$ cat src/rtl/vga_pkg.sv
// rtl/vga_pkg.sv - shared owner encoding, default widths and read-tag type for the VGA memory arbiter
package vga_pkg;

  localparam int VGA_AW = 18;
  localparam int VGA_DW = 8;

  typedef enum logic {
    OWN_DISP = 1'b0,
    OWN_DRAW = 1'b1
  } owner_e;

  typedef struct packed {
    logic   valid;
    owner_e owner;
  } rd_tag_t;

endpackage

$ cat src/rtl/vga_rd_tag_pipe.sv
// rtl/vga_rd_tag_pipe.sv - fixed-depth shift register of read tags that tracks in-flight memory reads
import vga_pkg::*;

module vga_rd_tag_pipe #(
  parameter int DEPTH = 3
) (
  input  logic    clk,
  input  logic    rst,
  input  rd_tag_t push_tag,
  output rd_tag_t pop_tag
);

  rd_tag_t stage [DEPTH];

  always_ff @(posedge clk or negedge rst) begin
    if (!rst) begin
      for (int i = 0; i < DEPTH; i++) stage[i] <= '0;
    end else begin
      stage[0] <= push_tag;
      for (int i = 1; i < DEPTH; i++) stage[i] <= stage[i-1];
    end
  end

  assign pop_tag = stage[DEPTH-1];

endmodule

$ cat src/rtl/vga_mem_arbiter.sv
// rtl/vga_mem_arbiter.sv - display/draw arbiter for a single-port pixel memory with tagged read return
// Optional draw starvation guard enabled by defining STARVE_GUARD_EN.
import vga_pkg::*;

module vga_mem_arbiter #(
  parameter int AW       = VGA_AW,
  parameter int DW       = VGA_DW,
  parameter int MEM_LAT  = 2,
  parameter int MAX_WAIT = 15
) (
  input  logic          clk,
  input  logic          rst,
  input  logic          disp_req,
  input  logic [AW-1:0] disp_addr,
  output logic          disp_gnt,
  output logic          disp_rvalid,
  output logic [DW-1:0] disp_rdata,
  input  logic          drw_req,
  input  logic          drw_we,
  input  logic [AW-1:0] drw_addr,
  input  logic [DW-1:0] drw_wdata,
  output logic          drw_gnt,
  output logic          drw_rvalid,
  output logic [DW-1:0] drw_rdata,
  output logic          mem_en,
  output logic          mem_we,
  output logic [AW-1:0] mem_addr,
  output logic [DW-1:0] mem_wdata,
  input  logic [DW-1:0] mem_rdata,
  output logic          underrun
);

  if (MEM_LAT < 1 || MEM_LAT > 7) begin : g_bad_lat
    $error("vga_mem_arbiter: MEM_LAT out of range 1..7");
  end
  if (MAX_WAIT < 1 || MAX_WAIT > 255) begin : g_bad_wait
    $error("vga_mem_arbiter: MAX_WAIT out of range 1..255");
  end

  logic    starve;
  rd_tag_t push_tag;
  rd_tag_t pop_tag;

`ifdef STARVE_GUARD_EN
  logic [7:0] wait_cnt;

  // Once draw has waited MAX_WAIT cycles it takes the very next slot, even over display.
  assign starve = drw_req && (wait_cnt == 8'(MAX_WAIT));

  always_ff @(posedge clk or negedge rst) begin
    if (!rst) begin
      wait_cnt <= '0;
    end else if (!drw_req || drw_gnt) begin
      wait_cnt <= '0;
    end else begin
      wait_cnt <= wait_cnt + 8'd1;
    end
  end
`else
  assign starve = 1'b0;
`endif

  // Grants are masked while reset is asserted so nothing is issued from stale requests.
  assign disp_gnt = rst && disp_req && !starve;
  assign drw_gnt  = rst && drw_req && (!disp_req || starve);

  always_comb begin
    push_tag       = '0;
    push_tag.valid = disp_gnt || (drw_gnt && !drw_we);
    push_tag.owner = disp_gnt ? OWN_DISP : OWN_DRAW;
  end

  vga_rd_tag_pipe #(
    .DEPTH(MEM_LAT + 1)
  ) u_tags (
    .clk     (clk),
    .rst     (rst),
    .push_tag(push_tag),
    .pop_tag (pop_tag)
  );

  always_ff @(posedge clk or negedge rst) begin
    if (!rst) begin
      mem_en    <= 1'b0;
      mem_we    <= 1'b0;
      mem_addr  <= '0;
      mem_wdata <= '0;
      underrun  <= 1'b0;
    end else begin
      mem_en <= disp_gnt || drw_gnt;
      mem_we <= drw_gnt && drw_we;
      if (disp_gnt) begin
        mem_addr <= disp_addr;
      end else if (drw_gnt) begin
        mem_addr <= drw_addr;
      end
      if (drw_gnt && drw_we) mem_wdata <= drw_wdata;
      if (disp_req && !disp_gnt) underrun <= 1'b1;
    end
  end

  always_ff @(posedge clk or negedge rst) begin
    if (!rst) begin
      disp_rvalid <= 1'b0;
      disp_rdata  <= '0;
      drw_rvalid  <= 1'b0;
      drw_rdata   <= '0;
    end else begin
      disp_rvalid <= pop_tag.valid && (pop_tag.owner == OWN_DISP);
      drw_rvalid  <= pop_tag.valid && (pop_tag.owner == OWN_DRAW);
      if (pop_tag.valid && (pop_tag.owner == OWN_DISP)) disp_rdata <= mem_rdata;
      if (pop_tag.valid && (pop_tag.owner == OWN_DRAW)) drw_rdata  <= mem_rdata;
    end
  end

endmodule

$ cat config.mk
export PLATFORM = sky130hd
export DESIGN_NAME = vga_mem_arbiter
export DESIGN_NICKNAME = d
export VERILOG_FILES = /design/src/rtl/vga_pkg.sv /design/src/rtl/vga_rd_tag_pipe.sv /design/src/rtl/vga_mem_arbiter.sv
export SDC_FILE = /design/constraint.sdc
export NUM_CORES = 1
export LEC_CHECK = 0
export CAP_MARGIN = 20
export CORE_ASPECT_RATIO = 0.8
export CORE_MARGIN = 5
export CORE_UTILIZATION = 41
export CTS_CLUSTER_SIZE = 12
export DETAILED_ROUTE_END_ITERATION = 16
export PLACE_DENSITY = 0.84
export SYNTH_ARGS = -nofsm -noshare
export SYNTH_HDL_FRONTEND = slang
export SYNTH_SLANG_ARGS = --single-unit
$ cat constraint.sdc
create_clock -name clk -period 1.5 [get_ports clk]
set_input_delay 0.3 -clock clk [delete_from_list [all_inputs] [get_ports clk]]
set_output_delay 0.3 -clock clk [all_outputs]
set_load 0.03 [all_outputs]
### Word-level counts from Yosys, hierarchy flattened

Cells that the tools add are included.

* word-level logic and storage cells: 33
* input bits: 57
* register bits after elaboration: 53

* bitwise logic cells: 1
* mux-type cells: 3
* reductions and logical operators: 14

Operators with widths (number)
* $mux W18: 2
* $logic_and A1 B1 Y1: 8
* $logic_not A1 Y1: 3
* $logic_or A1 B1 Y1: 2
* $reduce_bool A2 Y1: 1
* $mux W1: 1
* $not A1 Y1: 1

### Logic depth before layout (Yosys ltp)

* word-level depth: 4
* depth in mapped cells: 5
* gate-level depth less buffers: 2

### By module

Synthesis repeated with hierarchy kept, for this count alone.

* cells, all modules: 173
* area, all modules: 2189.6 um^2

Modules (own cells, without submodules)
* vga_mem_arbiter: seq. area each 1176.1 um^2, instances 1, area each 2024.4 um^2, cells an instance 165
* vga_rd_tag_pipe: seq. area each 150.1 um^2, instances 1, area each 165.2 um^2, cells an instance 8

### Worst setup path after synthesis

No wires, ideal clock.

* path type: input port to output port
* start: in disp_req
* end: out drw_gnt
* data required time: 1.200 ns
* stages on the path: 4
* slack: -0.313 ns
* arrival: 1.513 ns
* cell sequence: buf_2 buf_4 buf_2 nor3b_1

* longest elaborated chain between the ends: 2

RTL lines
* from (decl): line vga_mem_arbiter.sv:13 `input logic disp_req,`
* $logic_not A1 Y1: line vga_mem_arbiter.sv:65 `assign drw_gnt = rst && drw_req && (!disp_req || starve);`
* $logic_and A1 B1 Y1: line vga_mem_arbiter.sv:65
* to (decl): line vga_mem_arbiter.sv:22 `output logic drw_gnt,`

No other way between the ends.

### Worst setup path in the final report

* start: reg mem_addr[16]
* end: out mem_addr[16]

RTL lines
* from (decl): line vga_mem_arbiter.sv:27 `output logic [AW-1:0] mem_addr,`
* from (signal assigned): line vga_mem_arbiter.sv:93 `mem_addr <= disp_addr;`
* from (signal assigned): line vga_mem_arbiter.sv:95 `mem_addr <= drw_addr;`

No word-level cell between the ends.

==> results by group <==
Drt
  – Total Routed Length: 5.554 mm
  – Initial DRC Count: 27
  – # DRC: 0
  – WL per Instance: 16.53 µm
  – Drt pass-1 iters: 3
  – Via count: 1,695
  – Routed Antenna Nets: 0
  – DR vias/cell: 5.045

Critical path
  – Peak per-stage delay on the critical path: 410 ps
  – Critical path's top delay family: buffers and inverters
  – FF-to-FF setup slack: 340 ps
  – Worst setup SP type: register
  – Crit path DAT: 1080 ps
  – Crit-path cells: dlygate4sd2_1
  – Reg2reg end: drw_rdata[2]$_DFFE_PN0P_
  – Crit path required time: 1200 ps
  – Crit-path slowest cell: dlygate4sd2_1
  – Number of cells on the critical path: 1
  – Crit Path Class: register to output port
  – Critical-path maximum fanout: 2
  – Critical Path Start: mem_addr[16]$_DFFE_PN0P_
  – Nature of the critical path endpoint: output port
  – Crit path buf inv count: 1
  – R2R cell count: 2
  – CP endpoint: mem_addr[16]
  – Critical R2R Launch: u_tags.pop_tag[0]$_DFF_PN0_

Clocking
  – Clk slew on worst S/H paths: 90 ps
  – CTS tree: done
  – Worst skew pair latency: 300 ps
  – H-tree depth: 2
  – Total CTS buffers: 5
  – Root buf cell: clkbuf_8
  – Max Root-Sink Buffers: 2
  – Num Clock Sinks: 53

Layout
  – Layout fillers: 442
  – Nets: 327
  – Final instance count without filler cells: 336
  – N_diodes: 0
  – Multi-input gate area: 848.3 µm²
  – Layout Area Growth over Synthesis: 55.01%
  – Sequential Area: 1326 µm²
  – Share of layout cells above drive strength 1: 21.03%
  – Final Util: 65.23%

STA
  – Pins Over Slew Limit: 0
  – # setup viols final: 0
  – Worst Skew: 6.661 ps
  – Rel. slew slack: 73.51%
  – Fin. Hold Viols: 0
  – Highest Clock Rate: 723.0 MHz
  – Fin crit share: 92.21%
  – RSZ-0062 raised after global routing: false
  – Minimum clock period: 1383 ps
  – Worst Max-Slew Pin Slew: 396.1 ps

Synth
  – Syn_nets: 210
  – Register area share after synthesis: 58.31%
  – Synth warn: 0
  – Unique cell type count in the Yosys netlist: 19
  – Syn Std Cell Area: 2275 µm²
  – Flops & latches, synth: 53
  – Mean Syn Cell Area: 14.87 µm²
  – Synth Instances: 153

Floorplan
  – Initial Utilization: 42.08%
  – Ports: 106
  – Die area: 7147 µm²
  – Die height: 76.62 µm
  – Core ar.: 5405 µm²
  – # rows: 24
  – Width of the chip: 93.28 µm

Power and ir drop
  – Pwr dens: 1113 nW/µm²
  – Leakage: 1.572 nW
  – Max VDD drop: 0.5718 mV

Place
  – Detailed Place HPWL: 4.193 mm
  – Gpl congestion: 0.7535
  – Dpl cells: 325
  – PortBufs: 105

Global route
  – Gr ovfl total: 0
  – Largest net degree at the start of global routing: 35
  – Initial antenna violation count: 0
  – Vias in the first global route: 1,817
  – First-pass GRT wire length: 8.852 mm
  – Overall routing resource usage: 15.53%

Flow run
  – Max-cap violation count: 0

Worst hold path
  – Worst Hold Class: primary input to async pin

Outcome
  – Status: complete, no violations
==> cells in the final DEF (no fill, tap or decap), drive strengths merged <==
| master | Yosys | routed |
|---|---|---|
| nor3b | 1 | 1 |
| mux2 | 24 | 24 |
| nand3b | 14 | 14 |
| nor2b | 2 | 2 |
| a21o | 1 | 1 |
| dlygate4sd3 | 0 | 1 |
| nand2 | 2 | 2 |
| clkbuf | 2 | 6 |
| o21a | 2 | 2 |
| buf | 11 | 20 |
| inv | 4 | 4 |
| clkinv | 0 | 1 |
| o211a | 14 | 14 |
| nand4b | 1 | 1 |
| bufinv | 0 | 1 |
| nand4bb | 17 | 17 |
| clkdlybuf4s50 | 0 | 53 |
| dfrtp | 53 | 53 |
| or4bb | 1 | 1 |
| o221a | 4 | 4 |
| dlygate4sd2 | 0 | 49 |
==> area by class of cell <==
cell class                      instances  area share (%)
Clock buffer                            6           2.058
Clock inverter                          2           1.100
Inverter                                4          0.4258
Multi-Input combinational cell         83           24.06
Sequential cell                        53           37.62
Tap cell                               65           2.307
Timing Repair Buffer                  123           32.43
==> repair_timing <==
item | in CTS | in global routing
setup endpoints to repair | 49 | 0
hold buffers | 1 | 0
gates resized for setup | 52 | 0
hold endpoints to repair | 8 | 0
setup buffers | 2 | 0
==> per-layer routing <==
layer | global-route usage, % | wire, µm | up-vias
met1 | 20.10 | 2522 | 819
li1 | - | - | 803
met4 | 3.514 | 22 | 0
met5 | 0 | 0 | -
met2 | 24.84 | 2502 | 71
met3 | 5.627 | 507 | 2
==> flip-flops by register name (all words and copies together) (netlist names) <==
name,count
disp_rdata,8
disp_rvalid,1
drw_rdata,8
drw_rvalid,1
mem_addr,18
mem_en,1
mem_wdata,8
mem_we,1
u_tags.pop_tag,2
u_tags.stage,4
underrun,1
==> where the power goes <==
part / switching (W) / total (W) / internal, W / leakage [nW]
Clock: 0.000448 / 0.000949 / 0.000501 / 0.0554
Combinational: 0.000690 / 0.00123 / 0.000545 / 0.904
Sequential: 0.000101 / 0.00174 / 0.00164 / 0.613
Total: 0.00124 / 0.00392 / 0.00269 / 1.57
==> worst min-delay path by stage <==
| stage | to | slack [ps] | cells after the start |
|---|---|---|---|
| finish | u_tags.stage[4]$_DFF_PN0_ | 70 | 2 |
| global route | u_tags.stage[4]$_DFF_PN0_ | 80 | 2 |
| CTS | u_tags.stage[4]$_DFF_PN0_ | 60 | 2 |
| detailed placement | u_tags.pop_tag[1]$_DFF_PN0_ | 170 | 1 |
| global placement | u_tags.pop_tag[1]$_DFF_PN0_ | 180 | 1 |
| floorplan | disp_rdata[0]$_DFFE_PN0P_ | 4 | 0 |
==> Yosys cell counts <==
cell type	count	area share, %
nor3b_1	1	0.33
clkbuf_1	2	0.33
nand4b_4	1	1.0
nand4bb_1	17	8.4
o221a_2	4	2.0
a21o_1	1	0.33
or4bb_1	1	0.50
o21a_1	2	0.66
nand3b_1	14	4.6
buf_6	3	1.5
buf_4	2	0.66
inv_1	4	0.66
o211a_1	14	6.2
nand2_1	2	0.33
mux2_2	24	12
buf_8	1	0.66
dfrtp_1	53	58
buf_2	5	1.1
nor2b_1	2	0.55
==> metrics by stage <==
| step | setup TNS (ps) | total power, W | area (µm²) | hold WS (ps) | setup WS, ps |
|---|---|---|---|---|---|
| after floorplan | 0 | 0.002480 | 2286 | 4.409 | 68.21 |
| after global placement | -2251 | 0.003138 | 3440 | 178.0 | -98.00 |
| after detailed placement | -2795 | 0.003167 | 3440 | 172.1 | -120.1 |
| after CTS | 0 | 0.003978 | 3526 | 56.60 | 101.0 |
| after global routing | 0 | 0.004099 | 3526 | 77.80 | 59.19 |
| final | 0 | 0.003925 | 3526 | 69.62 | 116.9 |
==> kinds of logic (layout without fill, tap and decap cells) <==
logic type             count (synthesis)  count (layout)  share of synthesized area, %
DFF                                   53              53                         58.31
and+or+nand+nor                       38              38                         15.79
muxes                                 24              24                         11.88
AOI/OAI and AO/OA                     21              21                         9.131
buffers and inverters                 17             135                         4.895
(Power assumes the default switching activity.)
